[src/rtl/arb2_rr_pkg.sv]
// Shared constants for the two-input round-robin arbiter.
// Source encoding matches the select polarity of the downstream 2:1 mux.
package arb2_rr_pkg;

  localparam logic SRC_A = 1'b1;
  localparam logic SRC_B = 1'b0;

  localparam int unsigned DEFAULT_WIDTH = 8;

endpackage

[src/rtl/rr_grant2.sv]
// Two-way round-robin grant logic with its priority flop.
// Ready is grant qualified by the output stage's ability to load.
module rr_grant2
  import arb2_rr_pkg::*;
(
  input  logic clk,
  input  logic rst_n,
  input  logic a_valid,
  input  logic b_valid,
  input  logic load_ok,
  output logic a_ready,
  output logic b_ready
);

  logic prio;
  logic grant_a;
  logic grant_b;

  always_comb begin
    grant_a = a_valid && (!b_valid || (prio == SRC_A));
    grant_b = b_valid && (!a_valid || (prio == SRC_B));
  end

  assign a_ready = grant_a && load_ok;
  assign b_ready = grant_b && load_ok;

  // Priority moves to the loser only when a grant is actually accepted.
  always_ff @(posedge clk or negedge rst_n) begin
    if (!rst_n) begin
      prio <= SRC_A;
    end else if (a_ready) begin
      prio <= SRC_B;
    end else if (b_ready) begin
      prio <= SRC_A;
    end
  end

endmodule

[src/rtl/arb2_rr.sv]
// Round-robin arbiter between two valid/ready sources feeding a
// one-entry output register, with per-source accepted-beat counters.
module arb2_rr
  import arb2_rr_pkg::*;
#(
  parameter int unsigned WIDTH = DEFAULT_WIDTH,
  parameter int unsigned CNT_W = 8
) (
  input  logic             clk,
  input  logic             rst_n,
  input  logic             a_valid,
  input  logic [WIDTH-1:0] a_data,
  output logic             a_ready,
  input  logic             b_valid,
  input  logic [WIDTH-1:0] b_data,
  output logic             b_ready,
  output logic             out_valid,
  output logic [WIDTH-1:0] out_data,
  output logic             out_src,
  input  logic             out_ready,
  output logic [CNT_W-1:0] cnt_a,
  output logic [CNT_W-1:0] cnt_b
);

  logic load_ok;

  assign load_ok = !out_valid || out_ready;

  rr_grant2 u_grant (
    .clk     (clk),
    .rst_n   (rst_n),
    .a_valid (a_valid),
    .b_valid (b_valid),
    .load_ok (load_ok),
    .a_ready (a_ready),
    .b_ready (b_ready)
  );

  // A handshake without a new accept empties the stage but keeps the payload.
  always_ff @(posedge clk or negedge rst_n) begin
    if (!rst_n) begin
      out_valid <= 1'b0;
      out_data  <= '0;
      out_src   <= SRC_B;
    end else if (a_ready) begin
      out_valid <= 1'b1;
      out_data  <= a_data;
      out_src   <= SRC_A;
    end else if (b_ready) begin
      out_valid <= 1'b1;
      out_data  <= b_data;
      out_src   <= SRC_B;
    end else if (out_ready) begin
      out_valid <= 1'b0;
    end
  end

  always_ff @(posedge clk or negedge rst_n) begin
    if (!rst_n) begin
      cnt_a <= '0;
      cnt_b <= '0;
    end else begin
      if (a_ready) cnt_a <= cnt_a + CNT_W'(1);
      if (b_ready) cnt_b <= cnt_b + CNT_W'(1);
    end
  end

endmodule
[config.mk]
export PLATFORM = sky130hd
export DESIGN_NAME = arb2_rr
export DESIGN_NICKNAME = d
export VERILOG_FILES = /design/src/rtl/arb2_rr_pkg.sv /design/src/rtl/rr_grant2.sv /design/src/rtl/arb2_rr.sv
export SDC_FILE = /design/constraint.sdc
export NUM_CORES = 1
export LEC_CHECK = 0
export CORE_ASPECT_RATIO = 0.8
export CORE_UTILIZATION = 42
export CTS_CLUSTER_DIAMETER = 30
export DETAILED_ROUTE_END_ITERATION = 16
export GPL_ROUTABILITY_DRIVEN = 0
export PLACE_DENSITY = 0.78
export SLEW_MARGIN = 20
export SYNTH_ARGS = -nofsm -noshare
export SYNTH_HDL_FRONTEND = slang
export SYNTH_HIERARCHICAL = 1
export SYNTH_SLANG_ARGS = --single-unit
[constraint.sdc]
create_clock -name clk -period 1.85 [get_ports clk]
set_input_delay 0.2775 -clock clk [delete_from_list [all_inputs] [get_ports clk]]
set_output_delay 0.2775 -clock clk [all_outputs]
set_load 0.05 [all_outputs]
==> qor.yml <==
status: "complete, no violations"
ant_nets: 0
internal_power_w: 0.00141
critical_path_class: "register to output port"
reg2reg_depth: 6
clockPowerShare_pct: 8.7
final_area_mm2: 0.00184
clock_latency_ns: 0.32
min_path_type: "primary input to asynchronous set/reset pin"
holdBufCountCts: 0
rsz0062_at_grt: "no"
worst_pin_slew_ns: 0.512
dp_cells: 191
whs_ns: 0.304
cts.sinks: 27
path_cells: "clkdlybuf4s50_1"
num_io_pins: 49
r2r-start: "u_grant/prio"
antenna_cells: 0
critical-path-max-stage-delay_ns: 0.81
grt-ovfl-total: 0
grt_pass1_vias: 898
yosys_warnings: 6
ys_seq_area_share_pct: 55.9
clkTransAtPathRegs_ns: 0.14
die_area_mm2: 0.00310
synthesis.area_mm2: 0.00121
dp_hpwl_mm: 1.93
grt_util_all_layers_pct: 19.1
synth.distinct_cells: 23
wl_per_cell_um: 13.0
fin_nets: 182
drc_errors: 0
fin_crit_sh_pct: 97.0
r2r-end: "cnt_a[7]"
worst-path-buf-inv: 1
peakVddDrop_mv: 0.841
switching_share_pct: 49.6
ys_seq_elements: 27
p_leak_nw: 0.915
syn_to_final_growth_pct: 51.9
synthCells: 103
hold_viol_final: 0
period_needed_ns: 1.79
drv_cap: 0
cts_root_buf: "clkbuf_4"
fmax_mhz: 557
p_comb_share_pct: 54.8
layout-drive-gt1-share_pct: 19.0
final_max_slew_viol_count: 0
rows: 17
syn-num-nets: 126
die_x_um: 62.0
crit_fanout: 2
critPathLaunchType: "register"
final.setup_skew_ns: 0.00152
firstDrtPassIters: 4
vias: 931
p_seq_share_pct: 36.4
syn-mean-instance-area_um2: 11.8
h-tree-depth: 1
place_area_mm2: 0.00180
wirelength_mm: 2.54
worstSetupEndpointType: "output port"
fillCellCount: 221
core_mm2: 0.00274
io_buffers: 48
drt-initial-drc-count: 10
cp.arrival_ns: 1.52
vias_per_cell: 4.75
cts_made_buffers: 3
grt_pass1_wl_mm: 4.17
cts_tree: "built"
setup_viol: 0
rrSetupSlack_ns: 0.25
grt_max_degree: 28
cp.required_ns: 1.57
power.net_switching_w: 0.00139
final.setup.tns_ns: 0
cp_top_family: "buffers and inverters"
start_util_pct: 44.1
die_y_um: 50.0
crit_slowest_cell: "clkdlybuf4s50_1"
ctsLongestPathBuffers: 2
p_per_area_mw_per_mm2: 1530
fin_cells: 196
antenna_found_initial: 0
slew_headroom_pct: 65.8
[stage by stage]
step                worst slack (ns)  utilization, %  power (W)
finish                        0.0561            67.0    0.00281
CTS                          0.00744            66.3    0.00284
global route                 0.00291            67.0    0.00297
detailed placement           0.00962            65.4    0.00263
floorplan                     0.0243               -    0.00206
global placement              0.0509            65.4    0.00259
[worst register-to-register path: stages, from the launching register on]
cell and delay, ns:
dfstp_2 0.60, inv_1 0.10, a21oi_4 0.16, buf_4 0.17, nand4_4 0.13, nor3_2 0.22
xor2_1 0.16
[power groups by stage]
stage	Combinational (W)	Clock [W]	Sequential, W
after global placement	0.00157	0	0.00103
after global routing	0.00162	0.000290	0.00106
after CTS	0.00156	0.000262	0.00103
after detailed placement	0.00159	0	0.00103
after floorplan	0.000372	0	0.00168
final	0.00154	0.000245	0.00102
[cell usage after synthesis]
master	n	area, um^2
a21o_1	1	7.51
a21oi_1	2	10.0
a21oi_2	1	8.76
and3_1	3	18.8
and3_4	1	11.3
buf_2	2	10.0
buf_4	1	7.51
buf_6	2	22.5
dfrtp_1	26	651
dfstp_2	1	26.3
ha_1	2	25.0
inv_1	2	7.51
mux2_2	2	22.5
mux2i_1	8	80.1
nand2_1	17	63.8
nand2b_1	1	6.26
nand4_1	5	31.3
nand4_4	1	21.3
nor2_1	2	7.51
nor3_2	1	10.0
o21ai_0	8	40.0
xnor2_1	10	87.6
xor2_1	4	35.0
[per-layer routing]
| metal | wire length [um] | track usage (%) | vias up |
|---|---|---|---|
| li1 | - | - | 456 |
| met1 | 1180 | 26.1 | 439 |
| met2 | 1170 | 28.4 | 34 |
| met3 | 169 | 7.09 | 2 |
| met4 | 17 | 4.44 | 0 |
| met5 | 0 | 0 | - |
[worst max-delay path by stage]
stage / startpoint / to / slack, ns / depth (start not counted)
floorplan: out_valid / cnt_b[7] / 0.02 / 7
global placement: out_ready / cnt_a[7] / 0.05 / 7
detailed placement: out_ready / cnt_a[7] / 0.01 / 7
CTS: out_valid / out_valid / 0.007 / 1
global route: out_data[4] / out_data[4] / 0.003 / 1
finish: out_data[4] / out_data[4] / 0.06 / 1
[sequential cells by signal, summed over array words and instances (netlist names)]
signal and count:
u_grant/prio 1, out_valid 1, cnt_b 8, cnt_a 8, out_data 8, out_src 1
[area by class of cell]
| cell class | count | area, um^2 | share of cell area (%) |
|---|---|---|---|
| repair buffers | 56 | 559 | 30.4 |
| multi-input cells | 69 | 519 | 28.2 |
| inverters | 2 | 7.51 | 0.408 |
| clock inverters | 1 | 5.00 | 0.272 |
| clock buffers | 3 | 22.5 | 1.22 |
| flip-flops and latches | 27 | 678 | 36.9 |
| well taps | 38 | 47.5 | 2.59 |
[cells by family (layout without fill, tap and decap cells)]
logic type / Yosys count / count (layout) / share of synthesized area (%)
flops: 27 / 27 / 55.9
compound gates: 12 / 12 / 5.48
mux: 10 / 10 / 8.47
buf+inv: 7 / 62 / 3.93
simple gates: 31 / 31 / 14.1
fa+ha+maj: 2 / 2 / 2.07
xor+xnor: 14 / 14 / 10.1
[cells in the final DEF, fill, tap and decap left out, types with 2 or more instances in the layout]
cell type	instances
dfrtp_1	25
clkdlybuf4s50_1	25
nand2_1	16
buf_4	12
xnor2_1	10
dlygate4sd2_1	9
mux2i_1	8
o21ai_0	8
dlymetal6s2s_1	8
nand4_1	5
xor2_1	4
and3_1	3
clkbuf_4	3
nor2_1	2
inv_1	2
mux2_2	2
ha_1	2
buf_12	2
a21oi_4	2
[timing repair]
item / 4_1_cts / 5_1_grt
hold endpoints to repair: 0 / 0
setup endpoints to repair: 10 / 8
pin swaps: 1 / 0
setup buffers: 1 / 0
gates resized for setup: 9 / 8
(Power assumes the default switching activity.)
